## config.mk

```make
export PLATFORM = sky130hd
export DESIGN_NAME = pu_nic_ctrl
export DESIGN_NICKNAME = d
export VERILOG_FILES = /design/src/rtl/pu_io_pkg.sv /design/src/rtl/pkt_fifo.sv /design/src/rtl/pu_nic_ctrl.sv
export SDC_FILE = /design/constraint.sdc
export NUM_CORES = 1
export LEC_CHECK = 0
export ABC_AREA = 0
export BUFFER_PORTS_ARGS = -buffer_cell sky130_fd_sc_hd__buf_2
export CORE_MARGIN = 2
export CORE_UTILIZATION = 45
export CTS_BUF_LIST = sky130_fd_sc_hd__clkbuf_8 sky130_fd_sc_hd__clkbuf_16
export DETAILED_ROUTE_END_ITERATION = 6
export HOLD_SLACK_MARGIN = 0.12
export PLACE_DENSITY = 0.66
export SYNTH_ARGS = -nofsm -noshare
export SYNTH_HDL_FRONTEND = slang
export SYNTH_HIERARCHICAL = 1
export SYNTH_SLANG_ARGS = --single-unit
```

## constraint.sdc

```tcl
create_clock -name clk -period 3.85 [get_ports clk]
set_clock_uncertainty 0.05 [all_clocks]
set_input_delay 0.77 -clock clk [delete_from_list [all_inputs] [get_ports clk]]
set_output_delay 0.77 -clock clk [all_outputs]
set_load 0.02 [all_outputs]
```

## src/rtl/pu_io_pkg.sv

```systemverilog
// Shared definitions for the processing-unit I/O space: register offsets,
// STATUS bit positions and the packet type.
package pu_io_pkg;

    localparam int PKT_W_DEFAULT = 10;

    localparam int REG_DATA   = 0;
    localparam int REG_STATUS = 1;
    localparam int REG_CTRL   = 2;

    localparam int ST_RX_EMPTY = 0;
    localparam int ST_RX_FULL  = 1;
    localparam int ST_TX_EMPTY = 2;
    localparam int ST_TX_FULL  = 3;
    localparam int ST_RX_UNF   = 4;
    localparam int ST_TX_OVF   = 5;
    localparam int ST_RX_CNT   = 8;
    localparam int ST_TX_CNT   = 12;

    typedef logic [PKT_W_DEFAULT-1:0] pkt_t;

endpackage

```

## src/rtl/pkt_fifo.sv

```systemverilog
// Synchronous packet FIFO with occupancy count; push and pop may share a cycle,
// and a push into a full FIFO is taken only when a pop frees the slot.
module pkt_fifo #(
    parameter int W     = 10,
    parameter int DEPTH = 4
) (
    input  logic         clk,
    input  logic         rst,
    input  logic         push,
    input  logic         pop,
    input  logic [W-1:0] din,
    output logic [W-1:0] dout,
    output logic [3:0]   count,
    output logic         full,
    output logic         empty
);

    localparam int PW = (DEPTH > 1) ? $clog2(DEPTH) : 1;
    localparam int CW = PW + 1;

    logic [W-1:0]  r_mem [DEPTH];
    logic [PW-1:0] r_wptr;
    logic [PW-1:0] r_rptr;
    logic [CW-1:0] r_cnt;
    logic          w_push;
    logic          w_pop;

    assign empty  = (r_cnt == '0);
    assign full   = (r_cnt == CW'(DEPTH));
    assign w_pop  = pop & ~empty;
    assign w_push = push & (~full | w_pop);
    assign count  = 4'(r_cnt);
    // Empty head reads as zero so an idle TX port presents tx_pkt = 0.
    assign dout   = empty ? '0 : r_mem[r_rptr];

    always_ff @(posedge clk or posedge rst) begin
        if (rst) begin
            r_wptr <= '0;
            r_rptr <= '0;
            r_cnt  <= '0;
        end else begin
            if (w_push) r_wptr <= r_wptr + 1'b1;
            if (w_pop)  r_rptr <= r_rptr + 1'b1;
            r_cnt <= r_cnt + CW'(w_push) - CW'(w_pop);
        end
    end

    always_ff @(posedge clk) begin
        if (w_push) r_mem[r_wptr] <= din;
    end

endmodule

```

## src/rtl/pu_nic_ctrl.sv

```systemverilog
// Memory-mapped NIC packet controller: RX/TX FIFOs, STATUS with sticky errors,
// and optional CTRL/irq enabled by defining PU_NIC_IRQ_EN.
module pu_nic_ctrl
    import pu_io_pkg::*;
#(
    parameter int PKT_W      = PKT_W_DEFAULT,
    parameter int DW         = 16,
    parameter int AW         = 7,
    parameter int FIFO_DEPTH = 4
) (
    input  logic             clk,
    input  logic             rst,
    input  logic             sel,
    input  logic [AW-1:0]    ad,
    input  logic             we,
    input  logic             re,
    input  logic [DW-1:0]    wd,
    output logic [DW-1:0]    rd,
    input  logic [PKT_W-1:0] rx_pkt,
    input  logic             rx_valid,
    output logic             rx_ready,
    output logic [PKT_W-1:0] tx_pkt,
    output logic             tx_valid,
    input  logic             tx_ready,
    output logic             irq
);

    logic             r_rdy;
    logic             r_rx_unf;
    logic             r_tx_ovf;
    logic             w_data_sel;
    logic             w_stat_sel;
    logic             w_ctrl_sel;
    logic             w_rx_push;
    logic             w_rx_pop;
    logic             w_tx_push;
    logic             w_tx_pop;
    logic             w_unf_set;
    logic             w_ovf_set;
    logic [PKT_W-1:0] w_rx_head;
    logic [3:0]       w_rx_cnt;
    logic [3:0]       w_tx_cnt;
    logic             w_rx_full;
    logic             w_rx_empty;
    logic             w_tx_full;
    logic             w_tx_empty;
    logic [15:0]      w_status;
    logic [DW-1:0]    w_ctrl_rd;
    logic             w_unused;

    assign w_data_sel = sel && (ad == AW'(REG_DATA));
    assign w_stat_sel = sel && (ad == AW'(REG_STATUS));
    assign w_ctrl_sel = sel && (ad == AW'(REG_CTRL));

    // rx_ready is held low through reset and rises on the first edge after release.
    assign rx_ready  = r_rdy & ~w_rx_full;
    assign w_rx_push = rx_valid & rx_ready;
    assign w_rx_pop  = w_data_sel & re;
    assign w_unf_set = w_rx_pop & w_rx_empty;

    assign tx_valid  = ~w_tx_empty;
    assign w_tx_pop  = tx_valid & tx_ready;
    assign w_tx_push = w_data_sel & we;
    assign w_ovf_set = w_tx_push & w_tx_full & ~w_tx_pop;

    assign w_unused = &{1'b0, wd[DW-1:PKT_W]};

    pkt_fifo #(.W(PKT_W), .DEPTH(FIFO_DEPTH)) u_rx_fifo (
        .clk(clk), .rst(rst), .push(w_rx_push), .pop(w_rx_pop), .din(rx_pkt),
        .dout(w_rx_head), .count(w_rx_cnt), .full(w_rx_full), .empty(w_rx_empty)
    );

    pkt_fifo #(.W(PKT_W), .DEPTH(FIFO_DEPTH)) u_tx_fifo (
        .clk(clk), .rst(rst), .push(w_tx_push), .pop(w_tx_pop), .din(wd[PKT_W-1:0]),
        .dout(tx_pkt), .count(w_tx_cnt), .full(w_tx_full), .empty(w_tx_empty)
    );

    // A new error event outranks a same-cycle W1C of the same flag.
    always_ff @(posedge clk or posedge rst) begin
        if (rst) begin
            r_rdy    <= 1'b0;
            r_rx_unf <= 1'b0;
            r_tx_ovf <= 1'b0;
        end else begin
            r_rdy    <= 1'b1;
            r_rx_unf <= w_unf_set | (r_rx_unf & ~(w_stat_sel & we & wd[ST_RX_UNF]));
            r_tx_ovf <= w_ovf_set | (r_tx_ovf & ~(w_stat_sel & we & wd[ST_TX_OVF]));
        end
    end

`ifdef PU_NIC_IRQ_EN
    logic [1:0] r_ctrl;
    logic       r_irq;

    always_ff @(posedge clk or posedge rst) begin
        if (rst) begin
            r_ctrl <= 2'b00;
            r_irq  <= 1'b0;
        end else begin
            if (w_ctrl_sel && we) r_ctrl <= wd[1:0];
            r_irq <= (r_ctrl[0] & ~w_rx_empty) | (r_ctrl[1] & w_tx_empty) | r_rx_unf | r_tx_ovf;
        end
    end

    assign irq       = r_irq;
    assign w_ctrl_rd = DW'(r_ctrl);
`else
    assign irq       = 1'b0;
    assign w_ctrl_rd = '0;
`endif

    always_comb begin
        w_status                   = '0;
        w_status[ST_RX_EMPTY]      = w_rx_empty;
        w_status[ST_RX_FULL]       = w_rx_full;
        w_status[ST_TX_EMPTY]      = w_tx_empty;
        w_status[ST_TX_FULL]       = w_tx_full;
        w_status[ST_RX_UNF]        = r_rx_unf;
        w_status[ST_TX_OVF]        = r_tx_ovf;
        w_status[ST_RX_CNT +: 4]   = w_rx_cnt;
        w_status[ST_TX_CNT +: 4]   = w_tx_cnt;
    end

    always_comb begin
        rd = '0;
        if (w_data_sel)      rd = DW'(w_rx_head);
        else if (w_stat_sel) rd = DW'(w_status);
        else if (w_ctrl_sel) rd = w_ctrl_rd;
    end

endmodule

```

# Word level (Yosys, flattened, before mapping)
# Memories as Yosys holds them, arrays and structs flattened.
# Index checks and enable logic that the tools add are counted.
# W data, S select, Z words.
dict set report op_classes {
  shift 0
  n_mux 8
  n_reduce_logical 5
  bitwise_logic 28
  n_addsub 8
  n_eq_ne 3
  magnitude_cmp 0
  multipliers 0
  div_mod_pow 0
}
# operator n
set op_table {}
lappend op_table {{$mux W10} 2}
lappend op_table {{$and A1 B1 Y1} 17}
lappend op_table {{$mux W16} 1}
lappend op_table {{$mux W15} 1}
lappend op_table {{$add A2 B1 Y2 const B} 4}
lappend op_table {{$eq A7 B1 Y1 const B} 1}
lappend op_table {{$logic_not A7 Y1} 1}
lappend op_table {{$not A1 Y1} 7}
lappend op_table {{$add A3 B1 Y3} 2}
lappend op_table {{$eq A3 B3 Y1 const B} 2}
lappend op_table {{$logic_not A3 Y1} 2}
lappend op_table {{$sub A3 B1 Y3} 2}
lappend op_table {{$mux W1} 4}
lappend op_table {{$or A1 B1 Y1} 4}
lappend op_table {{$logic_and A1 B1 Y1} 2}
dict set report totals {
  word_cells 63
  output_inout_bits 29
  latch_bits 0
  in_bits 40
  n_memories 2
  regBits 17
  rom_bits 0
  ramBits 80
}
# name words word_bits rd rd_clocked_by_memory_dff write_ports line_no
set memory_table {}
lappend memory_table {u_rx_fifo.r_mem 4 10 1 0 1 pkt_fifo.sv:21} ;# logic [W-1:0] r_mem [DEPTH];
lappend memory_table {u_tx_fifo.r_mem 4 10 1 0 1 pkt_fifo.sv:21}

# Depth between registers and ports, before layout
dict set report depth {
  word_depth 8
  depth_mapped 10
  depth_no_buf 10
}

# Cells and area by module
# Netlist, hierarchy kept.
# module cells_each instances area_per_inst_um2 seq_area_each_um2
set by_module_without_submodules {}
lappend by_module_without_submodules {pkt_fifo 102 2 1946.9 1376.3}
lappend by_module_without_submodules {pu_nic_ctrl 55 1 445.4 75.1}

# Least setup slack after synthesis
# Ideal clock, no wire load.
dict set report synth_path {
  kind {input-to-reg}
  startpoint {input ad[5]}
  endpoint {register u_rx_fifo.r_cnt[2]}
  cell_stages 8
  arrival_ns 2.726
  required_time_ns 3.677
  path_slack_ns 0.951
  path_buffers 0
  path_cell_list {nor4_4 > nand2_2 > nor3b_1 > nand2_1 > or2_2 > fa_1 > xnor2_1 > xnor2_1}
}
dict set report synth_between {
  elab_chain_len 8
}
# item line_no
set synth_lines {}
lappend synth_lines {{start: declaration} pu_nic_ctrl.sv:14} ;# input logic [AW-1:0] ad,
lappend synth_lines {{$logic_not A7 Y1 *} pu_nic_ctrl.sv:51} ;# assign w_data_sel = sel && (ad == AW'(REG_DATA));
lappend synth_lines {{$logic_and A1 B1 Y1 *} pu_nic_ctrl.sv:51}
lappend synth_lines {{$and A1 B1 Y1 *} pu_nic_ctrl.sv:58} ;# assign w_rx_pop = w_data_sel & re;
lappend synth_lines {{net w_rx_pop} pu_nic_ctrl.sv:35} ;# logic w_rx_pop;
lappend synth_lines {{$and A1 B1 Y1 *} pkt_fifo.sv:30} ;# assign w_pop = pop & ~empty;
lappend synth_lines {{$or A1 B1 Y1} pkt_fifo.sv:31} ;# assign w_push = push & (~full | w_pop);
lappend synth_lines {{$and A1 B1 Y1} pkt_fifo.sv:31}
lappend synth_lines {{$add A3 B1 Y3} pkt_fifo.sv:44} ;# r_cnt <= r_cnt + CW'(w_push) - CW'(w_pop);
lappend synth_lines {{$sub A3 B1 Y3 *} pkt_fifo.sv:44}
lappend synth_lines {{end signal: assignment} pkt_fifo.sv:44}
lappend synth_lines {{end: declaration} pkt_fifo.sv:24} ;# logic [CW-1:0] r_cnt;
# The timed path passes the listed nets; every way through them passes the cells marked *.
# A chain may end at the register's enable or synchronous reset.

# Worst setup path in the final report
dict set report layout_path {
  startpoint {register u_rx_fifo.r_rptr[0]}
  endpoint {output rd[4]}
}
dict set report layout_between {
  elab_chain_len 3
}
# item line_no
set layout_lines {}
lappend layout_lines {{start: declaration} pkt_fifo.sv:23} ;# logic [PW-1:0] r_rptr;
lappend layout_lines {{start signal: assignment} pkt_fifo.sv:43} ;# if (w_pop) r_rptr <= r_rptr + 1'b1;
lappend layout_lines {{$mem_v2 Z4 W10} -}
lappend layout_lines {{$mux W10} pkt_fifo.sv:34} ;# assign dout = empty ? '0 : r_mem[r_rptr];
lappend layout_lines {{net w_rx_head[4]} pu_nic_ctrl.sv:40} ;# logic [PKT_W-1:0] w_rx_head;
lappend layout_lines {{$mux W16} pu_nic_ctrl.sv:126} ;# if (w_data_sel) rd = DW'(w_rx_head);
lappend layout_lines {{end: declaration} pu_nic_ctrl.sv:18} ;# output logic [DW-1:0] rd,
# The timed path passes the listed nets, and every way through them passes these cells.

==> summary.md <==
| Metric | Value |
|---|---|
| Post-detail-place hpwl | 5.30 mm |
| Peak VDD IR | 0.246 mV |
| Syn Area/Cell | 16.8 sq um |
| Pwr/cell area | 571 nW/um^2 |
| Placed inst area | 4710 sq um |
| Row count | 35 |
| Core footprint | 9280 sq um |
| Clock Path Buffers | 2 |
| Fin Setup TNS | 0 ns |
| Top post-synthesis cells by area | edfxtp_1, mux4_2, dfrtp_1 |
| Max-Cap Viols | 0 |
| Fin. Hold Viols | 0 |
| Ratio of cells with drive above 1 in the final layout | 36.1% |
| Post-layout nets | 368 |
| RSZ-0062 raised after global routing | false |
| CTS hold repair buffers | 0 |
| Vias/cell | 4.97 |
| H-Tree Depth | 3 |
| Relative slew slack | 51.5% |
| Top Ports | 69 |
| Mux share of post-synthesis cell area | 13.4% |
| CP delay by family, top | flip-flops |
| Crit-path max cell delay | 0.82 ns |
| Crit start category | register |
| Synth Cell Area | 4340 sq um |
| Worst Path Max Fanout | 12 |
| Internal reg-to-reg setup slack | 1.18 ns |
| R2R depth | 9 |
| GP Congestion | 0.788 |
| Post-synth EDFFs | 80 |
| Via count | 2235 |
| Total track usage | 15.8% |
| Setup ws final | 0.707 ns |
| #FFs+latches synth | 97 |
| Arrival time worst endpoint | 2.32 ns |
| Slew @ Worst Pin | 0.727 ns |
| Die Span Y | 102 microns |
| Post-Synth Simple-Gate Area | 10.4% |
| Post-route DRC violation count | 0 |
| Sequential area share after synthesis | 65.2% |
| Mapped Nets | 311 |
| First-pass GRT wire length | 11.9 mm |
| Critical R2R Launch | u_tx_fifo/r_cnt[1]$_DFF_PP0_ |
| Cell area after layout | 4930 sq um |
| Worst Setup End Kind | output pin |
| Worst Path Required | 3.03 ns |
| Routed WL | 7.62 mm |
| Type of the worst min-delay path | in2async |
| Antenna violations before repair | 0 |
| Iteration-0 DRC Markers | 108 |
| Final Cycle Share | 81.6% |
| Setup violations, final | 0 |
| Cts repair resizes | 0 |
| CTS tree | yes |
| Port Buffers | 59 |
| Worst-Skew Late Latency | 0.36 ns |
| Root Driver | clkbuf_8 |
| Area delta synth->final | 13.6% |
| Die area | 10400 sq um |
| RR Endpoint | u_tx_fifo/r_cnt[2]$_DFF_PP0_ |
| Max-slew violation count | 0 |
| Syn. warnings | 6 |
| Mapped Cells | 259 |
| Adder-cell share of the synthesized area | 3.81% |
| Buf/Inv on CP | 1 |
| Clock Pin Slew Worst Setup and Hold Paths | 0.10 ns |
| Grt ovf | 0 |
| Wirelength per Cell | 16.9 microns |
| Setup Buffers After CTS | 0 |
| Pin count of the biggest net entering global routing | 23 |
| Post-synth top flop | edfxtp_1 |
| Slowest-stage cell, CP | dfrtp_1 |
| Largest family of logic cells by synthesized area | multiplexers |
| # diodes | 0 |
| Total CTS buffers | 9 |
| Kind of critical path | reg2out |
| Synth cell types | 35 |
| Final ANT Viol Nets | 0 |
| Largest area contributor in the netlist | edfxtp_1 |
| Initial Util | 46.7% |
| Dpl ws | 0.450 ns |
| CP Cell Sequence | mux4_2 > and2_1 > mux2i_1 > nor2_1 > buf_2 |
| Hold Worst Slack | 0.237 ns |
| Lkg Pwr | 1.90 nW |
| Synth Area in Compound Gates | 1.64% |
| Number of global-route vias before repair | 2341 |
| Status | finished, final reports clean |
| Fmax | 318 MHz |
| Clk sinks | 97 |
| Total iterations of the first detailed-routing run | 6 |
| Asr flop ratio synth | 17.5% |
| XOR/XNOR share of the synthesized area | 2.02% |
| Die W | 102 microns |
| Tmin final | 3.14 ns |
| Synth top area share | 55.4% |
==> cell usage in the layout, fill, tap and decap left out, drive strengths merged, types with 6 or more instances in the layout <==
master   n
clkbuf   9
dfrtp   17
mux4    20
and2    31
xnor2   10
and3     6
nor2     8
edfxtp  80
inv     20
ha      10
buf     59
mux2i   10
==> per-layer routing <==
| layer | share of wire (%) | wire, microns | vias up | track usage (%) |
|---|---|---|---|---|
| li1 | - | - | 1058 | - |
| met1 | 42 | 3230 | 1117 | 19.3 |
| met2 | 53 | 4030 | 49 | 27.6 |
| met3 | 3.3 | 248 | 11 | 3.21 |
| met4 | 1.5 | 111 | 0 | 6.15 |
| met5 | 0 | 0 | - | 0 |
==> synth_stat cells (4+ instances only) <==
cell type,instances
mux2i_1,10
xnor2_1,10
and2_1,23
and2_2,8
mux4_2,20
inv_1,15
nor2_1,8
and3_1,6
edfxtp_1,80
conb_1,4
buf_4,5
ha_1,10
dfrtp_1,17
==> sequential cells by signal, summed over array words and instances, names as in the netlist <==
name / count
u_tx_fifo/r_rptr: 2
r_tx_ovf: 1
u_tx_fifo/r_mem: 40
u_rx_fifo/r_cnt: 3
u_tx_fifo/r_wptr: 2
u_rx_fifo/r_rptr: 2
u_tx_fifo/r_cnt: 3
u_rx_fifo/r_mem: 40
u_rx_fifo/r_wptr: 2
r_rx_unf: 1
r_rdy: 1
==> where the power goes <==
| part | internal, W | switching (W) |
|---|---|---|
| sequential | 0.00125 | 0.000126 |
| clock | 0.000322 | 0.000393 |
| combinational | 0.000366 | 0.000358 |
==> cells by family (layout without fill, tap and decap cells) <==
group,after synthesis,count (layout)
AND/OR/NAND/NOR,68,68
flip-flops,97,97
adder cells (fa/ha/maj),12,12
other,4,4
buffers and inverters,28,90
multiplexers,32,32
AO/OA/AOI/OAI,8,8
XOR/XNOR,10,10
==> layout make-up <==
| type | instances | area [sq um] |
|---|---|---|
| clock buffer | 9 | 124 |
| clock inverter | 7 | 95.1 |
| fill | 796 | 4360 |
| inverter | 15 | 56.3 |
| multi-input combinational | 134 | 1370 |
| sequential | 97 | 2830 |
| tap | 129 | 161 |
| timing repair buffer | 59 | 295 |
==> through the flow <==
stage	instances	power, W	util [%]
after floorplan	259	0.00194	-
after global placement	434	0.00212	50.7
after detailed placement	434	0.00214	50.7
after CTS	450	0.00286	53.1
after global routing	450	0.00298	53.1
final	450	0.00281	53.1
==> worst max-delay path by stage <==
| stage | end | cells after the start | from | slack, ns |
|---|---|---|---|---|
| after detailed placement | u_rx_fifo/r_cnt[2]$_DFF_PP0_ | 9 | ad[5] | 0.45 |
| final | rd[4] | 5 | u_rx_fifo/r_rptr[0]$_DFFE_PP0N_ | 0.71 |
| after floorplan | u_rx_fifo/r_cnt[2]$_DFF_PP0_ | 8 | ad[5] | 0.95 |
| after global placement | u_rx_fifo/r_cnt[2]$_DFF_PP0_ | 9 | ad[5] | 0.50 |
| after CTS | rd[4] | 5 | u_rx_fifo/r_rptr[0]$_DFFE_PP0N_ | 0.63 |
| after global routing | rd[4] | 5 | u_rx_fifo/r_rptr[0]$_DFFE_PP0N_ | 0.52 |
==> worst register-to-register path: cells and delay by family (launching register included) <==
family	cells	cell delay, ns
and+or+nand+nor	2	0.76
xor gates and xnor gates	2	0.31
AOI/OAI and AO/OA	1	0.17
DFF	1	0.42
buffers and inverters	1	0.17
adders and majority gates	2	0.61
muxes	1	0.10
Note: power is estimated with default switching activity, not from simulation.
